<file path="config.mk">
export PLATFORM = sky130hd
export DESIGN_NAME = color_xform_pipe
export DESIGN_NICKNAME = d
export VERILOG_FILES = /design/src/rtl/color_xform_pipe.sv
export SDC_FILE = /design/constraint.sdc
export NUM_CORES = 1
export LEC_CHECK = 0
export ABC_AREA = 0
export BUFFER_PORTS_ARGS = -buffer_cell sky130_fd_sc_hd__buf_2
export CAP_MARGIN = 20
export CORE_AREA = 2 2 119 179
export DETAILED_ROUTE_END_ITERATION = 10
export DIE_AREA = 0 0 121 181
export PLACE_DENSITY = 0.72
export SLEW_MARGIN = 20
export SYNTH_ARGS = -nofsm -noshare
export SYNTH_HDL_FRONTEND = slang
export SYNTH_SLANG_ARGS = --single-unit
export TNS_END_PERCENT = 20
</file>
<file path="constraint.sdc">
create_clock -name clk -period 7.23 [get_ports clk]
set_input_delay 0.723 -clock clk [delete_from_list [all_inputs] [get_ports clk]]
set_output_delay 0.723 -clock clk [all_outputs]
set_load 0.02 [all_outputs]
</file>
<file path="src/rtl/color_xform_pipe.sv">
// color_xform_pipe: 3-stage valid/ready colour transform (pass, invert, grayscale, protan correction)
// with a global stall, saturating fixed-point arithmetic and an output pixel counter.
module color_xform_pipe #(
    parameter int PIX_W  = 8,
    parameter int FRAC_W = 6,
    parameter int CNT_W  = 16
) (
    input  logic             clk,
    input  logic             n_rst,
    input  logic [PIX_W-1:0] r_in,
    input  logic [PIX_W-1:0] g_in,
    input  logic [PIX_W-1:0] b_in,
    input  logic [1:0]       mode,
    input  logic             in_valid,
    output logic             in_ready,
    output logic [PIX_W-1:0] r_out,
    output logic [PIX_W-1:0] g_out,
    output logic [PIX_W-1:0] b_out,
    output logic             out_valid,
    input  logic             out_ready,
    output logic [CNT_W-1:0] px_count
);
    localparam int W = PIX_W + FRAC_W + 2;
    localparam int K = FRAC_W - 6;
    localparam logic [PIX_W-1:0] MAXP = {PIX_W{1'b1}};
    localparam logic [W-1:0] C_YR = W'(13 * (1 << K));
    localparam logic [W-1:0] C_YG = W'(46 * (1 << K));
    localparam logic [W-1:0] C_YB = W'(4 * (1 << K));
    localparam logic [W-1:0] C_GR = W'(23 * (1 << K));
    localparam logic [W-1:0] C_GG = W'(47 * (1 << K));
    localparam logic [W-1:0] C_BR = W'(29 * (1 << K));
    localparam logic [W-1:0] C_BG = W'(27 * (1 << K));
    localparam logic [W-1:0] C_BB = W'(64 * (1 << K));

    logic             v1, v2;
    logic [1:0]       m1, m2;
    logic [PIX_W-1:0] r1, g1, b1;
    logic [W-1:0]     s_r, s_g, s_b;
    logic [W-1:0]     er, eg, eb, y, gc, bc, p_r, p_g, p_b;
    logic             advance;

    function automatic logic [PIX_W-1:0] sat(input logic [W-1:0] s);
        logic [W-1:0] q;
        q = s >> FRAC_W;
        return (|q[W-1:PIX_W]) ? MAXP : q[PIX_W-1:0];
    endfunction

    assign advance  = !out_valid || out_ready;
    assign in_ready = advance;

    // Pass/invert results are stored unscaled; only the weighted modes go through shift+clamp in S3.
    always_comb begin
        er  = W'(r1);
        eg  = W'(g1);
        eb  = W'(b1);
        y   = C_YR * er + C_YG * eg + C_YB * eb;
        gc  = C_GR * er + C_GG * eg;
        bc  = C_BR * er + C_BG * eg + C_BB * eb;
        p_r = m1 == 2'd0 ? er : m1 == 2'd1 ? W'(MAXP) - er : m1 == 2'd2 ? y : er << FRAC_W;
        p_g = m1 == 2'd0 ? eg : m1 == 2'd1 ? W'(MAXP) - eg : m1 == 2'd2 ? y : gc;
        p_b = m1 == 2'd0 ? eb : m1 == 2'd1 ? W'(MAXP) - eb : m1 == 2'd2 ? y : bc;
    end

    always_ff @(posedge clk or negedge n_rst) begin
        if (!n_rst) begin
            v1        <= 1'b0;
            v2        <= 1'b0;
            out_valid <= 1'b0;
            m1        <= '0;
            m2        <= '0;
            r1        <= '0;
            g1        <= '0;
            b1        <= '0;
            s_r       <= '0;
            s_g       <= '0;
            s_b       <= '0;
            r_out     <= '0;
            g_out     <= '0;
            b_out     <= '0;
        end else if (advance) begin
            v1        <= in_valid;
            m1        <= mode;
            r1        <= r_in;
            g1        <= g_in;
            b1        <= b_in;
            v2        <= v1;
            m2        <= m1;
            s_r       <= p_r;
            s_g       <= p_g;
            s_b       <= p_b;
            out_valid <= v2;
            r_out     <= m2[1] ? sat(s_r) : s_r[PIX_W-1:0];
            g_out     <= m2[1] ? sat(s_g) : s_g[PIX_W-1:0];
            b_out     <= m2[1] ? sat(s_b) : s_b[PIX_W-1:0];
        end
    end

    always_ff @(posedge clk or negedge n_rst) begin
        if (!n_rst)
            px_count <= '0;
        else if (out_valid && out_ready)
            px_count <= px_count + 1'b1;
    end
endmodule

</file>
==> impl_metrics.json, run 1 <==
{
  "final_nets": 1509,
  "finalWeightedCongestion": 0.931,
  "path_cells": "ha_1 -> inv_1 -> fa_1 -> fa_1 -> inv_1 -> ha_1 -> inv_1 -> o21bai_1 -> a21oi_1 -> xnor2_1 -> ha_1 -> fa_1 -> inv_1 -> fa_1 -> inv_1 -> ha_1 -> or2_2 -> o32a_1 -> a21oi_1 -> xnor2_1 -> o21ai_0 -> o21ai_0",
  "ios": 72,
  "max_freq_ghz": 0.164,
  "antenna_found_initial": 0,
  "htreeDepth": 4,
  "syn_inst": 1171,
  "synth-edff-count": 0,
  "synth_area_sq_um": 11000,
  "start_util_pct": 54.4,
  "avgSynthCellArea_sq_um": 9.41,
  "drc_errors": 0,
  "hold_path_class": "input port to async pin",
  "yosysMostFrequentCell": "inv_1",
  "setup_viol": 0,
  "row_count": 64,
  "drt-initial-drc-count": 402,
  "tns_ns": 0,
  "core_area_sq_um": 20300,
  "endpoint_kind": "flop",
  "crit_top_cell": "inv_1",
  "ys.flop_type": "dfrtp_1",
  "root_buffer": "clkbuf_16",
  "gr-total-overflow": 0,
  "postCtsHoldBufs": 0,
  "dpl.hpwl_um": 22300,
  "clock_sinks": 115,
  "critical_path.top_delay_family": "adder cells",
  "cp_max_fo": 12,
  "die-width_um": 121,
  "cp-start-kind": "flop",
  "cts_buffers": 17,
  "clock_latency_ns": 0.43,
  "die_y_um": 181,
  "worstPathRequired_ns": 7.51,
  "grt_pass1_vias": 8758,
  "yosysSeqAreaShare_pct": 26.1,
  "via_count": 8335,
  "maxSlewViolCount": 0,
  "clock_path_buffers": 2,
  "portBuffers": 71,
  "cp.arrival_ns": 6.37,
  "async_flop_share_pct": 100,
  "relSlewSlack_pct": 33.1,
  "vias_per_cell": 5.54,
  "worst-setup-path-type": "flop to flop",
  "post-route-period-util_pct": 84.2,
  "num_antenna_cells": 0,
  "critPathMaxStageDelay_ns": 0.73,
  "synthTopCellsByCount": "195 x inv_1, 146 x nand2_1, 129 x ha_1",
  "yosys.area.top_type": "dfrtp_1",
  "fin_hold_ws_ns": 0.307,
  "max_cap_violations": 0,
  "status": "complete, no violations",
  "ys_ff_latch": 115,
  "synth_area_leaders": "dfrtp_1 26%, fa_1 22%, ha_1 15%",
  "syn_to_final_growth_pct": 11.0,
  "grt_pass1_wl_um": 44900,
  "rsz0062_at_grt": "false",
  "cts_setup_buffers": 0,
  "worstMarginPinSlew_ns": 1.00,
  "skew_ns": 0.0142,
  "cts.repair.resized": 0,
  "seqCellArea_sq_um": 2880,
  "multi_input_area_sq_um": 7260,
  "reg2reg_to": "s_b[10]$_DFFE_PN0P_",
  "finalHoldViolCount": 0,
  "crit_slowest_cell": "dfrtp_1",
  "gr-usage-all-layers_pct": 27.1,
  "reg2reg_from": "g1[3]$_DFFE_PN0P_",
  "drive_above_1_share_pct": 9.43,
  "fillers": 1710,
  "yosysUniqueCellTypes": 53,
  "grt_max_degree": 103,
  "die_area_sq_um": 21900,
  "rr_worst_depth": 22,
  "critical_path_buf_inv_count": 5,
  "r2r_slack_ns": 1.14,
  "cts_tree": "built",
  "synth_top_area_share_pct": 26.1,
  "drt-pass1-iter-count": 5,
  "cts.clk_slew.worst_paths_ns": 0.06,
  "syn-num-nets": 1452,
  "yosys_warnings": 0,
  "min_period_ns": 6.09,
  "ant_nets": 0,
  "avgRoutedWirePerCell_um": 18.5,
  "routed_wl_um": 27900
}
metrics by stage:
step                      cells  setup WS [ns]  cell area, sq um  util, %
after floorplan            1171           1.62             11000        -
after global routing       1505          0.791             12200     60.4
final                      1505           1.14             12200     60.4
after CTS                  1505           1.18             12200     60.4
after detailed placement   1473           1.18             11600     57.3
after global placement     1473           1.30             11600     57.3
metal layers:
layer  global-route usage (%)  share of wire, %  up-vias
met3                     4.36               4.4       83
met2                     47.1                52      221
li1                         -                 -     3940
met4                     15.5               5.5        0
met1                     31.1                38     4091
met5                        0                 0        -
sequential cells by signal, indices dropped and copies added, names as in the netlist:
name / count
px_count: 16
s_b: 15
b1: 8
m1: 2
out_valid: 1
g_out: 8
r_out: 8
m2: 1
v1: 1
s_r: 15
r1: 8
s_g: 15
v2: 1
g1: 8
b_out: 8
layout by cell type (no fill, tap or decap), types with 4 or more instances in the layout:
master and count:
o31ai_1 7, nand4_1 8, o21ai_0 97, nor2b_1 6, nor3_1 12, a211oi_1 9
o21a_1 9, o21bai_1 6, bufinv_16 4, and2_1 4, a21oi_1 43, a21o_1 10
nand2_1 146, nand2b_1 10, nand3_1 9, nor2_1 48, or2_2 4, o21ai_1 4
or3_1 5, buf_4 7, fa_1 122, xor2_1 24, ha_1 129, xnor2_1 37
clkbuf_16 17, o22ai_1 26, inv_1 195, a31oi_1 7, dfrtp_1 114, mux2i_1 8
buf_2 70
worst register-to-register path: cells and delay by family (launching register included):
| family | cells | cell delay, ns |
|---|---|---|
| adders and majority gates | 8 | 3.09 |
| AOI/OAI and AO/OA | 6 | 1.28 |
| DFF | 1 | 0.73 |
| buffers and inverters | 5 | 0.31 |
| and+or+nand+nor | 1 | 0.30 |
| xor gates and xnor gates | 2 | 0.25 |
kinds of logic (layout without fill, tap and decap cells):
family	after synthesis	count (layout)	share of synthesized area, %
multiplexers	9	9	0.829
flip-flops	115	115	26.1
XOR/XNOR	61	61	4.85
adder cells (fa/ha/maj)	251	251	36.8
buffers and inverters	235	305	8.07
AO/OA/AOI/OAI	239	239	13.0
AND/OR/NAND/NOR	261	261	10.3
area by class of cell:
class | count | share of cell area (%)
Clock buffer | 23 | 3.91
Clock inverter | 9 | 1.24
Inverter | 196 | 6.01
Multi-Input combinational cell | 821 | 59.3
Sequential cell | 115 | 23.5
Tap cell | 264 | 2.70
Timing Repair Buffer | 77 | 3.29
worst max path at each step:
stage	startpoint	endpoint	slack, ns	cells after the start
floorplan	g1[4]$_DFFE_PN0P_	s_g[13]$_DFFE_PN0P_	1.62	24
global placement	g1[3]$_DFFE_PN0P_	s_b[10]$_DFFE_PN0P_	1.30	22
detailed placement	g1[3]$_DFFE_PN0P_	s_g[10]$_DFFE_PN0P_	1.18	22
CTS	g1[3]$_DFFE_PN0P_	s_b[10]$_DFFE_PN0P_	1.18	22
global route	g1[3]$_DFFE_PN0P_	s_g[13]$_DFFE_PN0P_	0.79	23
finish	g1[3]$_DFFE_PN0P_	s_b[10]$_DFFE_PN0P_	1.14	22
Power of run 1 is not shown: default switching activity piles up to over one toggle a cycle in this logic, so the estimate is an artifact.
==> run 2, diff against run 1 <==
==> constraint.sdc (replaced) <==
create_clock -name clk -period 6.2 [get_ports clk]
set_input_delay 0.62 -clock clk [delete_from_list [all_inputs] [get_ports clk]]
set_output_delay 0.62 -clock clk [all_outputs]
set_load 0.02 [all_outputs]
==> impl_metrics.json, run 2 (synthesized netlist as in run 1, its figures left out) <==
{
  "core_area_sq_um": 20300,
  "clock_latency_ns": 0.43,
  "final_nets": 1520,
  "skew_ns": 0.0109,
  "htreeDepth": 4,
  "avgRoutedWirePerCell_um": 18.7,
  "endpoint_kind": "flop",
  "ant_nets": 0,
  "finalHoldViolCount": 0,
  "tns_ns": 0,
  "hold_path_class": "input port to async pin",
  "cp_max_fo": 8,
  "start_util_pct": 54.4,
  "max_freq_ghz": 0.171,
  "largest-register": "px_count",
  "setup_viol": 0,
  "ios": 72,
  "num_antenna_cells": 0,
  "utilization_pct": 60.8,
  "relSlewSlack_pct": 25.4,
  "finalWeightedCongestion": 0.914,
  "gr-usage-all-layers_pct": 27.6,
  "grt_pass1_vias": 8770,
  "grt_max_degree": 81,
  "row_count": 64,
  "stdcell_count": 1516,
  "status": "complete, no violations",
  "cts_tree": "built",
  "dp.cells": 1484,
  "rsz0062_at_grt": "false",
  "final_cell_mix": "195 x inv_1, 146 x nand2_1, 129 x ha_1",
  "worst-setup-path-type": "flop to flop",
  "die_y_um": 181,
  "min_period_ns": 5.86,
  "die_area_sq_um": 21900,
  "gr-total-overflow": 0,
  "portBuffers": 71,
  "post-route-period-util_pct": 94.5,
  "worstMarginPinSlew_ns": 1.12,
  "via_count": 8383,
  "drive_above_1_share_pct": 10.2,
  "routed_wl_um": 28400,
  "drc_errors": 0,
  "grt_pass1_wl_um": 45800,
  "cts.clk_slew.worst_paths_ns": 0.06,
  "worstPathRequired_ns": 6.50,
  "fin_hold_ws_ns": 0.165,
  "clock_sinks": 115,
  "clock_path_buffers": 2,
  "drt-pass1-iter-count": 5,
  "cp-start-kind": "flop",
  "cts_buffers": 17,
  "antenna_found_initial": 0,
  "vias_per_cell": 5.53,
  "root_buffer": "clkbuf_16",
  "max_cap_violations": 0,
  "drt-initial-drc-count": 392,
  "dpl.hpwl_um": 22900,
  "cp.arrival_ns": 6.16,
  "largest_reg_flops": 16,
  "maxSlewViolCount": 0,
  "syn_to_final_growth_pct": 11.8,
  "final_common_cell": "inv_1",
  "die-width_um": 121
}
-- run 2: cell count changes in the layout (fill, tap and decap cells not counted), sizes merged --
cell	previous run	this run
clkinv	4	5
inv	196	195
buf	77	88
-- run 2: cell type report --
cell class              count  area (sq um)
fillers                  1771          7940
well taps                 264           330
multi-input cells         821          7260
inverters                 196           736
clock inverters             9           151
flip-flops and latches    115          2880
clock buffers              23           478
repair buffers             88           485
-- run 2: repair_timing --
item | in CTS | in global routing
setup endpoints to repair | 0 | 3
buffers inserted | 0 | 0
gates resized for setup | 0 | 1
hold buffers | 0 | 0
-- run 2: through the flow --
step / worst slack (ns) / area (sq um)
floorplan: 0.585 / 11000
finish: 0.338 / 12300
CTS: 0.266 / 12300
global route: 0.00332 / 12300
global placement: 0.462 / 11700
detailed placement: 0.259 / 11700
-- run 2: worst paths after layout --
kind | slack [ns] | endpoint | cells past startpoint | start
max | 0.34 | s_g[12]$_DFFE_PN0P_ | 22 | g1[1]$_DFFE_PN0P_
min | 0.16 | r1[7]$_DFFE_PN0P_ | 1 | n_rst
max reg2reg | 0.34 | s_g[12]$_DFFE_PN0P_ | 22 | g1[1]$_DFFE_PN0P_
min reg2reg | 0.45 | s_r[14]$_DFFE_PN0P_ | 2 | s_r[14]$_DFFE_PN0P_
max in group asynchronous | 4.68 | s_b[0]$_DFFE_PN0P_ | 2 | n_rst
min in group clk | 0.39 | r1[0]$_DFFE_PN0P_ | 3 | r_in[0]
-- run 2: per-layer routing --
| layer | wire [um] | track usage (%) |
|---|---|---|
| met1 | 10800 | 31.7 |
| met2 | 15000 | 49.5 |
| met3 | 1130 | 3.57 |
| met4 | 1510 | 14.3 |
| met5 | 0 | 0 |
-- run 2: worst max-delay path: stages (launching register included) --
cell and delay [ns]:
dfrtp_1 0.51, ha_1 0.39, inv_1 0.06, fa_1 0.46, fa_1 0.49, inv_1 0.04
ha_1 0.30, inv_1 0.10, o21bai_1 0.08, a21oi_1 0.23, xnor2_1 0.16, ha_1 0.27
fa_1 0.54, inv_1 0.05, fa_1 0.48, inv_1 0.05, ha_1 0.22, or2_2 0.31
o32a_1 0.34, a21oi_1 0.22, o21ai_0 0.12, o211ai_1 0.17, o21ai_0 0.15
Power of run 2 is left out for the same reason.
==> run 3, diff against run 2 <==
--- a/config.mk
+++ b/config.mk
@@ -5,14 +5,14 @@
 export SDC_FILE = /design/constraint.sdc
 export NUM_CORES = 1
 export LEC_CHECK = 0
-export ABC_AREA = 0
+export ABC_AREA = 1
 export BUFFER_PORTS_ARGS = -buffer_cell sky130_fd_sc_hd__buf_2
 export CAP_MARGIN = 20
-export CORE_AREA = 2 2 119 179
+export CORE_AREA = 2 2 121 181
 export DETAILED_ROUTE_END_ITERATION = 10
-export DIE_AREA = 0 0 121 181
+export DIE_AREA = 0 0 123 183
 export PLACE_DENSITY = 0.72
-export SLEW_MARGIN = 20
+export SKIP_LAST_GASP = 1
 export SYNTH_ARGS = -nofsm -noshare
 export SYNTH_HDL_FRONTEND = slang
 export SYNTH_SLANG_ARGS = --single-unit
==> impl_metrics.json, run 3 <==
{
  "clock_path_buffers": 2,
  "cp_max_fo": 6,
  "synthTopCellsByCount": "285 x nand2_1, 270 x inv_1, 129 x ha_1",
  "drive_above_1_share_pct": 9.50,
  "cts.repair.resized": 0,
  "core_area_sq_um": 21000,
  "antenna_found_initial": 0,
  "async_flop_share_pct": 100,
  "dp.cells": 1667,
  "num_antenna_cells": 0,
  "row_count": 65,
  "largest_reg_flops": 16,
  "grt_pass1_wl_um": 52700,
  "post-route-period-util_pct": 93.3,
  "worstMarginPinSlew_ns": 1.07,
  "synth_area_leaders": "dfrtp_1 25%, fa_1 22%, ha_1 14%",
  "reg2reg_from": "g1[1]$_DFFE_PN0P_",
  "cp.arrival_ns": 6.15,
  "vias_per_cell": 5.50,
  "syn_to_final_growth_pct": 11.0,
  "clock_sinks": 115,
  "place_ws_ns": 0.441,
  "syn_inst": 1346,
  "gr-usage-all-layers_pct": 31.5,
  "seqCellArea_sq_um": 2880,
  "min_period_ns": 5.78,
  "yosysUniqueCellTypes": 40,
  "final_nets": 1699,
  "drc_errors": 0,
  "max_freq_ghz": 0.173,
  "finalWeightedCongestion": 1.01,
  "portBuffers": 71,
  "max_cap_violations": 0,
  "drt-initial-drc-count": 593,
  "avgRoutedWirePerCell_um": 19.2,
  "place_area_sq_um": 12000,
  "relSlewSlack_pct": 28.5,
  "fillers": 1918,
  "start_util_pct": 53.9,
  "endpoint_kind": "flop",
  "ant_nets": 0,
  "routed_wl_um": 32600,
  "rsz0062_at_grt": "false",
  "htreeDepth": 4,
  "synth_top_area_share_pct": 25.5,
  "avgSynthCellArea_sq_um": 8.40,
  "clock_latency_ns": 0.43,
  "cts_buffers": 17,
  "dpl.hpwl_um": 25900,
  "synth_area_sq_um": 11300,
  "ys_ff_latch": 115,
  "tns_ns": 0,
  "fin_ws_ns": 0.415,
  "postCtsHoldBufs": 0,
  "grt_max_degree": 95,
  "gr-total-overflow": 0,
  "die_y_um": 183,
  "cp-start-kind": "flop",
  "root_buffer": "clkbuf_16",
  "final_common_cell": "nand2_1",
  "hold_path_class": "input port to async pin",
  "ys.flop_type": "dfrtp_1",
  "cts.clk_slew.worst_paths_ns": 0.06,
  "yosys_warnings": 0,
  "yosysMostFrequentCell": "nand2_1",
  "final_cell_mix": "285 x nand2_1, 270 x inv_1, 129 x ha_1",
  "cts_setup_buffers": 0,
  "cts_tree": "built",
  "drt-pass1-iter-count": 5,
  "die_area_sq_um": 22500,
  "setup_viol": 0,
  "finalHoldViolCount": 0,
  "synth-edff-count": 0,
  "maxSlewViolCount": 0,
  "ios": 72,
  "skew_ns": 0.0128,
  "die-width_um": 123,
  "grt_pass1_vias": 10057,
  "yosysSeqAreaShare_pct": 25.5,
  "worstPathRequired_ns": 6.57,
  "syn-num-nets": 1627,
  "yosys.area.top_type": "dfrtp_1",
  "stdcell_count": 1699,
  "startpoint": "g1[1]$_DFFE_PN0P_",
  "worst-setup-path-type": "flop to flop",
  "r2r_slack_ns": 0.42,
  "final_area_sq_um": 12500,
  "largest-register": "px_count",
  "multi_input_area_sq_um": 7250,
  "via_count": 9344,
  "status": "complete, no violations"
}
-- run 3: worst paths after layout --
kind                                         endpoint  cells after the start
worst max-delay path              s_r[12]$_DFFE_PN0P_                     26
worst min-delay path               s_r[1]$_DFFE_PN0P_                      1
worst max register to register    s_r[12]$_DFFE_PN0P_                     26
worst min register to register  out_valid$_DFFE_PN0P_                      2
max in group asynchronous          s_b[9]$_DFFE_PN0P_                      2
min in group clk                    b1[7]$_DFFE_PN0P_                      3
-- run 3: per-stage QoR --
| step | util, % | hold slack, ns |
|---|---|---|
| final | 59.8 | 0.217 |
| after global routing | 59.8 | 0.264 |
| after CTS | 59.8 | 0.236 |
| after detailed placement | 57.0 | 0.446 |
| after global placement | 57.0 | 0.446 |
| after floorplan | - | 0.324 |
-- run 3: layout make-up --
class / count / area share, %
flip-flops and latches: 115 / 22.9
repair buffers: 85 / 3.69
inverters: 274 / 8.20
clock buffers: 20 / 3.64
multi-input cells: 925 / 57.8
clock inverters: 12 / 1.04
well taps: 268 / 2.67
-- run 3: cell families (layout without fill, tap and decap cells) --
group                      after synthesis  in the layout  synth area share, %
and+or+nand+nor                        449            449                 16.7
buffers and inverters                  306            391                 10.5
adders and majority gates              251            251                 35.9
AOI/OAI and AO/OA                      201            201                 9.69
DFF                                    115            115                 25.5
xor gates and xnor gates                24             24                 1.86
-- run 3: worst max-delay path: stages (launching register included) --
cell and delay [ns]:
dfrtp_1 0.37, ha_1 0.33, inv_1 0.08, fa_1 0.44, fa_1 0.50, inv_1 0.04, ha_1 0.35, nand2_1 0.10
nand2_1 0.06, a31o_2 0.22, xor2_1 0.16, fa_1 0.48, inv_1 0.05, fa_1 0.53, inv_1 0.05, fa_1 0.47
inv_1 0.04, ha_1 0.32, a21oi_1 0.29, nand2_1 0.10, nand2_1 0.06, nand3_1 0.08, nand2_1 0.09, inv_1 0.04
o21ai_0 0.28, nand3_1 0.12, nand2_1 0.09
-- run 3: per-layer routing --
metal | vias up | global-route usage (%) | share of wire, %
met1 | 4500 | 34.1 | 36
met5 | - | 0 | 0
li1 | 4389 | - | -
met3 | 159 | 5.07 | 4.4
met2 | 296 | 54.5 | 51
met4 | 0 | 23.5 | 8.7
Power of run 3 is left out for the same reason.
